--- src/rtl/iter_norm_shift_pkg.sv ---
// Shared configuration for the iterative normalization shifter:
// datapath width, shift-amount width and per-cycle shift step.
package iter_norm_shift_pkg;

  localparam int NORMSHIFTSZ    = 64;
  localparam int LOGNORMSHIFTSZ = 7;
  localparam int NORMSTEPLOG    = 3;

endpackage

--- src/rtl/iter_norm_shift_step.sv ---
// One shift step: shifts left by k = min(rem, 2^STEPLOG) and reports the
// remaining count plus whether the shifted value became all-zero.
module norm_step_shift #(
  parameter int N       = 64,
  parameter int L       = 7,
  parameter int STEPLOG = 3
) (
  input  logic [N-1:0] a,
  input  logic [L-1:0] rem,
  output logic [N-1:0] y,
  output logic [L-1:0] rem_left,
  output logic         zero
);

  localparam int STEP = 1 << STEPLOG;

  // One extra bit so STEP still fits when STEPLOG == L.
  logic [L:0] rem_ext;
  logic [L:0] step_ext;
  logic [L:0] k;

  assign rem_ext  = {1'b0, rem};
  assign step_ext = (L+1)'(STEP);
  assign k        = (rem_ext >= step_ext) ? step_ext : rem_ext;

  assign y        = a << k;
  assign rem_left = rem - k[L-1:0];
  assign zero     = (y == '0);

endmodule

--- src/rtl/iter_norm_shift.sv ---
// Multi-cycle left normalization shifter: shifts at most 2^STEPLOG bits per
// cycle, with ready/valid on both sides and flush abandoning the operation.
module iter_norm_shift
  import iter_norm_shift_pkg::*;
#(
  parameter int N       = NORMSHIFTSZ,
  parameter int L       = LOGNORMSHIFTSZ,
  parameter int STEPLOG = NORMSTEPLOG
) (
  input  logic         clk,
  input  logic         reset,
  input  logic         FlushE,
  input  logic         InValid,
  output logic         InReady,
  input  logic [N-1:0] ShiftIn,
  input  logic [L-1:0] ShiftAmt,
  output logic         OutValid,
  input  logic         OutReady,
  output logic [N-1:0] Shifted,
  output logic         ZeroRes
);

  typedef enum logic [1:0] {
    IDLE  = 2'd0,
    SHIFT = 2'd1,
    DONE  = 2'd2
  } state_t;

  state_t       state_reg, state_next;
  logic [N-1:0] acc_reg, acc_next;
  logic [L-1:0] rem_reg, rem_next;
  logic [N-1:0] shifted_reg;
  logic         zero_reg;
  logic         load_out;

  logic [N-1:0] step_y;
  logic [L-1:0] step_rem;
  logic         step_zero;

  norm_step_shift #(
    .N       (N),
    .L       (L),
    .STEPLOG (STEPLOG)
  ) u_step (
    .a        (acc_reg),
    .rem      (rem_reg),
    .y        (step_y),
    .rem_left (step_rem),
    .zero     (step_zero)
  );

  always_comb begin
    state_next = state_reg;
    acc_next   = acc_reg;
    rem_next   = rem_reg;
    load_out   = 1'b0;
    if (FlushE) begin
      state_next = IDLE;
    end else begin
      case (state_reg)
        IDLE: begin
          if (InValid) begin
            acc_next = ShiftIn;
            rem_next = ShiftAmt;
            if (ShiftAmt == '0 || ShiftIn == '0) begin
              state_next = DONE;
              load_out   = 1'b1;
            end else begin
              state_next = SHIFT;
            end
          end
        end
        SHIFT: begin
          acc_next = step_y;
          rem_next = step_rem;
          if (step_rem == '0 || step_zero) begin
            state_next = DONE;
            load_out   = 1'b1;
          end
        end
        DONE: begin
          if (OutReady) state_next = IDLE;
        end
        default: state_next = IDLE;
      endcase
    end
  end

  // Output registers are captured on entry to DONE so they stay stable
  // for the whole time the consumer applies backpressure.
  always_ff @(posedge clk) begin
    if (reset) begin
      state_reg   <= IDLE;
      acc_reg     <= '0;
      rem_reg     <= '0;
      shifted_reg <= '0;
      zero_reg    <= 1'b0;
    end else begin
      state_reg <= state_next;
      acc_reg   <= acc_next;
      rem_reg   <= rem_next;
      if (load_out) begin
        shifted_reg <= acc_next;
        zero_reg    <= (acc_next == '0);
      end
    end
  end

  assign InReady  = (state_reg == IDLE);
  assign OutValid = (state_reg == DONE);
  assign Shifted  = shifted_reg;
  assign ZeroRes  = zero_reg;

endmodule

--- config.mk ---
export PLATFORM = sky130hd
export DESIGN_NAME = iter_norm_shift
export DESIGN_NICKNAME = d
export VERILOG_FILES = /design/src/rtl/iter_norm_shift_pkg.sv /design/src/rtl/iter_norm_shift_step.sv /design/src/rtl/iter_norm_shift.sv
export SDC_FILE = /design/constraint.sdc
export NUM_CORES = 1
export LEC_CHECK = 0
export ABC_AREA = 1
export BUFFER_PORTS_ARGS = -buffer_cell sky130_fd_sc_hd__buf_2
export CORE_ASPECT_RATIO = 0.8
export CORE_MARGIN = 2
export CORE_UTILIZATION = 35
export CTS_CLUSTER_DIAMETER = 150
export CTS_CLUSTER_SIZE = 14
export DETAILED_ROUTE_END_ITERATION = 16
export HOLD_SLACK_MARGIN = 0.1
export REMOVE_ABC_BUFFERS = 1
export SKIP_CTS_REPAIR_TIMING = 1
export SLEW_MARGIN = 0
export SYNTH_ARGS = -nofsm -noshare
export SYNTH_HDL_FRONTEND = slang
export SYNTH_SLANG_ARGS = --single-unit
--- constraint.sdc ---
create_clock -name clk -period 3.3 [get_ports clk]
set_input_delay 0.66 -clock clk [delete_from_list [all_inputs] [get_ports clk]]
set_output_delay 0.66 -clock clk [all_outputs]
set_load 0.05 [all_outputs]
Yosys cells after proc, flatten, opt, wreduce, memory -nomap -nowiden:

Cells that the tools add are included.

* output and inout port bits: 67
* flip-flop bits (word level): 138
* word-level logic and storage cells: 42
* bits of input ports: 76

* shift-type cells: 1
* add/sub/neg operators: 1
* equality and inequality tests: 5
* order comparisons: 1
* reduce and logical (&&, ||, !) cells: 12
* muxes and demuxes: 16
* bitwise gates (word level): 1

Operators with widths (count)
* zero test 64 bit: 3
* two-way mux 64 bit: 2
* one-hot mux 64 bit (2 select lines): 1
* << shifter 64 x 8 -> 64 bit: 1
* zero test 7 bit: 2
* two-way mux 7 bit: 2
* one-hot mux 7 bit (2 select lines): 1
* two-way mux 2 bit: 4
* greater-or-equal comparator 7 x 4 -> 1 bit (second input constant): 1
* subtractor 7 bit: 1
* one-hot mux 2 bit (3 select lines): 1
* AND reduction 3 bit: 2
* two-way mux 1 bit: 4
* != test 2 bit (second input constant): 2
* equality test 2 x 1 -> 1 bit (second input constant): 1
* equality test 2 bit (second input constant): 1
* zero test 2 bit: 1
* logical OR 1 bit: 2
* != test 2 x 1 -> 1 bit (second input constant): 1
* one-hot mux 1 bit (2 select lines): 1
* nonzero test 2 bit: 1
* OR reduction 2 bit: 1
* inverter 1 bit: 1

Logic depth before layout (Yosys ltp):

* depth in word-level cells: 8
* depth in mapped cells: 25
* gate-level depth less buffers: 21

By module:

A second synthesis with hierarchy kept.

* cells, all modules: 1887
* area, all modules: 10296.1 µm²

Modules (own cells, without submodules)
* iter_norm_shift: instances 1, seq. area each 2762.6 µm², area an instance 6653.9 µm², cells each 1088
* norm_step_shift: instances 1, seq. area each 0.0 µm², area an instance 3642.2 µm², cells each 799

Worst setup path after synthesis:

No wires, ideal clock.

* kind: reg2reg
* start: reg rem_reg[3]
* end: reg shifted_reg[30] (netlist: Shifted[30])
* clock period less this slack: 2.898 ns
* stages on the path, launching flop included: 22
* path slack: 0.402 ns
* setup time: 0.113 ns
* arrival time: 2.785 ns
* data required time: 3.187 ns
* buffers on the path: 4
* cell sequence: dfxtp_1 nor2_4 nand2_4 buf_2 buf_1 nand2_1 ha_1 a21oi_1 o21ai_0 o21ai_0 nand3_1 xor2_1 nor3_1 nand2_1 nand2_1 nand2_1 nand2_2 buf_6 nand2_1 buf_2 nor2_1 nor2_1

* longest elaborated chain between the ends: 8
* elaborated cells on any way between the ends: 12
* classes of those cells: add/sub (1); order compare (1); shift (1); mux (6); reduce/logical (3)

RTL lines
* start: declaration: line iter_norm_shift.sv:31 `logic [L-1:0] rem_reg, rem_next;`
* start signal: assignment: line iter_norm_shift.sv:101 `rem_reg <= rem_next;`
* greater-or-equal comparator 7 x 4 -> 1 bit: line iter_norm_shift_step.sv:24 `assign k = (rem_ext >= step_ext) ? step_ext : rem_ext;`
* two-way mux 7 bit: line iter_norm_shift_step.sv:24
* << shifter 64 x 8 -> 64 bit or subtractor 7 bit (tied branches): line iter_norm_shift_step.sv:26, iter_norm_shift_step.sv:27
* zero test 64 bit or zero test 7 bit (tied branches): line iter_norm_shift_step.sv:28, iter_norm_shift.sv:76
* logical OR 1 bit: line iter_norm_shift.sv:76 `if (step_rem == '0 || step_zero) begin`
* two-way mux 1 bit: line iter_norm_shift.sv:76
* one-hot mux 1 bit (2 select lines): line iter_norm_shift.sv:60 `case (state_reg)`
* two-way mux 1 bit: line iter_norm_shift.sv:57 `if (FlushE) begin`
* end signal: assignment: line iter_norm_shift.sv:103 `shifted_reg <= acc_next;`
* end: declaration: line iter_norm_shift.sv:32 `logic [N-1:0] shifted_reg;`

Parallel ways exist; a longest one is shown, timed or not.
A chain may end at the register's enable or synchronous reset.

Worst setup path in the final report:

* start: reg rem_reg[4]
* end: reg shifted_reg[10] (netlist: Shifted[10])

Same word-level chain as after synthesis.

==> insert_results.sql <==
INSERT INTO impl_metrics (metric_group, metric, value, unit) VALUES
('detailed_routing', 'firstDrtPassIters', '6', ''),
('setup_path', 'worst_ep_required_time', '3.64', 'ns'),
('placed_design', 'place_worst_setup_slack', '-0.128', 'ns'),
('final_layout', 'areaGrowthSynthToFinish', '29.7', '%'),
('synthesis', 'synth_largest_type_area_fraction', '26.9', '%'),
('detailed_routing', 'postRouteWirelength', '48.5', 'mm'),
('clock_tree', 'cts_buffers', '17', ''),
('synthesis', 'synth.yosys.warnings', '0', ''),
('power', 'power_per_cell_area', '453', 'nW/um2'),
('timing', 'totalNegativeSetupSlack', '0', 'ns'),
('die', 'ios', '143', ''),
('power', 'pwr-share-clk', '32.2', '%'),
('global_route', 'grt_start_max_net_pins', '77', ''),
('global_route', 'grt_remaining_overflow', '0', ''),
('placed_design', 'placed_cell_area', '12000', 'um2'),
('global_route', 'grt.total_usage', '28.8', '%'),
('timing', 'setup_viol', '0', ''),
('hold_path', 'hp-class', 'reg -> reg', ''),
('detailed_routing', 'detailroute.via_count', '13300', ''),
('timing', 'timing.final.ws_setup', '0.0268', 'ns'),
('power', 'fin_total_pwr', '6.04', 'mW'),
('clock_tree', 'clk_pin_slew_worst_paths', '0.06', 'ns'),
('final_layout', 'drive_above_1_share', '19.0', '%'),
('power', 'leak_pwr', '6.26', 'nW'),
('synthesis', 'synth_top_cells_by_area', 'sky130_fd_sc_hd__dfxtp_1, sky130_fd_sc_hd__nand3_1, sky130_fd_sc_hd__nand2_1, sky130_fd_sc_hd__nor2_1, sky130_fd_sc_hd__nand4_1', ''),
('clock_tree', 'insertion_delay', '0.45', 'ns'),
('detailed_routing', 'number_of_nets_still_failing_antenna_checks_after_routing', '0', ''),
('synthesis', 'post_synth_instance_area', '10300', 'um2'),
('setup_path', 'worst_setup_path_start_kind', 'flip-flop', ''),
('die', 'die_width', '195', 'um'),
('clock_tree', 'buffer_depth_of_the_longest_clock_path', '2', ''),
('placed_design', 'gpl.final_weighted_congestion', '0.990', ''),
('detailed_routing', 'initialDrtViolationCount', '1604', ''),
('clock_tree', 'cts_tree', 'yes', ''),
('die', 'die_area', '30700', 'um2'),
('die', 'core', '29100', 'um2'),
('detailed_routing', 'highest-signal-layer', 'met5', ''),
('detailed_routing', 'vias_per_cell', '5.77', ''),
('global_route', 'global_route_wire_length_before_repair', '68.3', 'mm'),
('final_layout', 'nNetsFinal', '1999', ''),
('run_status', 'run_status', 'completed', ''),
('synthesis', 'largest_family_of_logic_cells_by_synthesized_area', 'simple AND/OR/NAND/NOR gates', ''),
('synthesis', 'synth_simple_gate_area_share', '51.1', '%'),
('placed_design', 'place.port_buffers', '142', ''),
('power', 'pwr-share-seq', '29.5', '%'),
('die', 'cell_row_count', '56', ''),
('setup_path', 'reg2reg_slack', '0.03', 'ns'),
('power', 'sw_ratio', '39.0', '%'),
('synthesis', 'synth_seq_cells', '138', ''),
('timing', 'drv_slew', '0', ''),
('power', 'switchingPower', '2.35', 'mW'),
('timing', 'highest_clock_frequency_the_design_can_meet', '0.306', 'GHz'),
('synthesis', 'synthDistinctLibCells', '38', ''),
('detailed_routing', 'met3WireLength', '5.12', 'mm'),
('synthesis', 'postSynthAreaPerCell', '5.90', 'um2'),
('power', 'irDropWorstVdd', '0.344', 'mV'),
('timing', 'tightest_slew', '0.800', 'ns'),
('global_route', 'grt_antenna_before_repair', '1', ''),
('final_layout', 'post-route-util', '45.8', '%'),
('synthesis', 'mux_share_of_post_synthesis_cell_area', '0', '%'),
('detailed_routing', 'routed_wire_length_per_instance', '21.0', 'um'),
('synthesis', 'adder_cell_fraction_of_synth_area', '0.122', '%'),
('synthesis', 'number_of_standard_cells_after_synthesis', '1740', ''),
('detailed_routing', 'detail_route.wirelength.met1', '22.3', 'mm'),
('timing', 'max-slew-margin-rel', '46.7', '%'),
('setup_path', 'critical_path_class', 'reg -> reg', ''),
('synthesis', 'fraction_of_the_yosys_area_taken_by_sequential_cells', '26.9', '%'),
('power', 'p_comb_share', '38.2', '%'),
('run', 'cap_violations', '0', ''),
('timing', 'fin_crit_sh', '99.2', '%'),
('synthesis', 'synth_top_cell_by_area', 'sky130_fd_sc_hd__dfxtp_1', '');
[metrics by stage]
stage | hold WS (ns) | cells
3_3_place_gp | 0.449 | 2247
5_1_grt | 0.495 | 2311
2_1_floorplan | 0.474 | 1611
4_1_cts | 0.472 | 2278
6_report | 0.468 | 2311
3_5_place_dp | 0.457 | 2247
[cell usage in the layout, fill, tap and decap left out, drive strengths merged, types with 2 or more instances in the layout]
master	Yosys	final
clkbuf	58	40
o211ai	5	5
o21bai	2	2
a221oi	27	27
inv	114	113
nand3b	26	26
clkinvlp	0	3
o41ai	2	2
or4	3	3
nor4	16	16
nand2	414	414
nand4	96	96
o21ai	33	33
a21oi	98	98
buf	71	277
clkinv	1	4
o21a	3	3
dfxtp	138	138
nor3	4	4
nand3	377	377
a22oi	27	27
nor2	217	217
xor2	2	2
[cell families (layout without fill, tap and decap cells)]
group	Yosys count	count (layout)
AOI/OAI and AO/OA	199	199
xor gates and xnor gates	2	2
adders and majority gates	1	1
buffers and inverters	244	438
DFF	138	138
other	1	1
and+or+nand+nor	1155	1155
[per-layer routing]
| metal | global-route usage (%) | vias up |
|---|---|---|
| met3 | 6.34 | 58 |
| met4 | 6.87 | 2 |
| met5 | 0 | - |
| met2 | 42.8 | 711 |
| li1 | - | 6329 |
| met1 | 42.0 | 6224 |
[cell type report]
class                           instances  area (um2)
Fill cell                            3071       15800
Multi-Input combinational cell       1358        6660
Sequential cell                       138        2770
Timing Repair Buffer                  292        2410
Clock buffer                           25         505
Tap cell                              377         472
Inverter                              115         435
Clock inverter                          6        62.6
[Yosys cell counts]
| master | count |
|---|---|
| sky130_fd_sc_hd__nand2_1 | 411 |
| sky130_fd_sc_hd__nand3_1 | 376 |
| sky130_fd_sc_hd__nor2_1 | 212 |
| sky130_fd_sc_hd__dfxtp_1 | 138 |
| sky130_fd_sc_hd__inv_1 | 110 |
| sky130_fd_sc_hd__a21oi_1 | 98 |
| sky130_fd_sc_hd__nand4_1 | 96 |
| sky130_fd_sc_hd__clkbuf_1 | 58 |
| sky130_fd_sc_hd__buf_2 | 43 |
| sky130_fd_sc_hd__o21ai_0 | 33 |
| sky130_fd_sc_hd__a221oi_1 | 27 |
| sky130_fd_sc_hd__a22oi_1 | 27 |
| sky130_fd_sc_hd__nand3b_1 | 26 |
| sky130_fd_sc_hd__buf_1 | 17 |
| sky130_fd_sc_hd__nor4_1 | 16 |
| sky130_fd_sc_hd__buf_4 | 8 |
| sky130_fd_sc_hd__o211ai_1 | 5 |
| sky130_fd_sc_hd__nor2_2 | 4 |
| sky130_fd_sc_hd__nor3_1 | 4 |
| sky130_fd_sc_hd__buf_6 | 3 |
| sky130_fd_sc_hd__inv_2 | 3 |
| sky130_fd_sc_hd__o21a_1 | 3 |
| sky130_fd_sc_hd__or4_1 | 3 |
| sky130_fd_sc_hd__nand2_2 | 2 |
| sky130_fd_sc_hd__o21bai_1 | 2 |
| sky130_fd_sc_hd__o41ai_1 | 2 |
| sky130_fd_sc_hd__xor2_1 | 2 |
| sky130_fd_sc_hd__a31oi_1 | 1 |
| sky130_fd_sc_hd__and2_1 | 1 |
| sky130_fd_sc_hd__and3_1 | 1 |
| sky130_fd_sc_hd__clkinv_1 | 1 |
| sky130_fd_sc_hd__conb_1 | 1 |
| sky130_fd_sc_hd__ha_1 | 1 |
| sky130_fd_sc_hd__inv_4 | 1 |
| sky130_fd_sc_hd__nand2_4 | 1 |
| sky130_fd_sc_hd__nand3_2 | 1 |
| sky130_fd_sc_hd__nor2_4 | 1 |
| sky130_fd_sc_hd__o22ai_1 | 1 |
[power by group through the flow]
stage          Sequential (mW)  Combinational [mW]  Clock, mW
6_report                  1.78                2.31       1.95
4_1_cts                   1.78                2.11       1.98
3_3_place_gp              1.82                2.11          0
3_5_place_dp              1.82                2.10          0
2_1_floorplan             1.83                1.15          0
5_1_grt                   1.79                2.48       2.05
[worst max-delay path, cell delays in order (launching register included)]
cell and delay (ns):
sky130_fd_sc_hd__dfxtp_4 0.35, sky130_fd_sc_hd__nor2_4 0.21, sky130_fd_sc_hd__nand2_4 0.14, sky130_fd_sc_hd__inv_4 0.11, sky130_fd_sc_hd__nand2_8 0.10, sky130_fd_sc_hd__buf_12 0.18
sky130_fd_sc_hd__clkbuf_4 0.18, sky130_fd_sc_hd__nand3_1 0.13, sky130_fd_sc_hd__buf_4 0.13, sky130_fd_sc_hd__nand3_1 0.08, sky130_fd_sc_hd__nand3_2 0.11, sky130_fd_sc_hd__nand4_1 0.12
sky130_fd_sc_hd__nor2_1 0.13, sky130_fd_sc_hd__nand2_1 0.08, sky130_fd_sc_hd__nor2_1 0.15, sky130_fd_sc_hd__nand2_1 0.12, sky130_fd_sc_hd__nand2_2 0.09, sky130_fd_sc_hd__nand2_2 0.06
sky130_fd_sc_hd__nand2_4 0.12, sky130_fd_sc_hd__buf_8 0.15, sky130_fd_sc_hd__clkbuf_16 0.16, sky130_fd_sc_hd__nand3_1 0.11, sky130_fd_sc_hd__nand2_1 0.09, sky130_fd_sc_hd__nor2_1 0.04
[final timing paths]
check,endpoint,cells after the start,from
max,Shifted[10],23,rem_reg[4]
min reg2reg,Shifted[27],2,Shifted[27]
max reg2reg,Shifted[10],23,rem_reg[4]
min,Shifted[27],2,Shifted[27]
(Power assumes the default switching activity.)
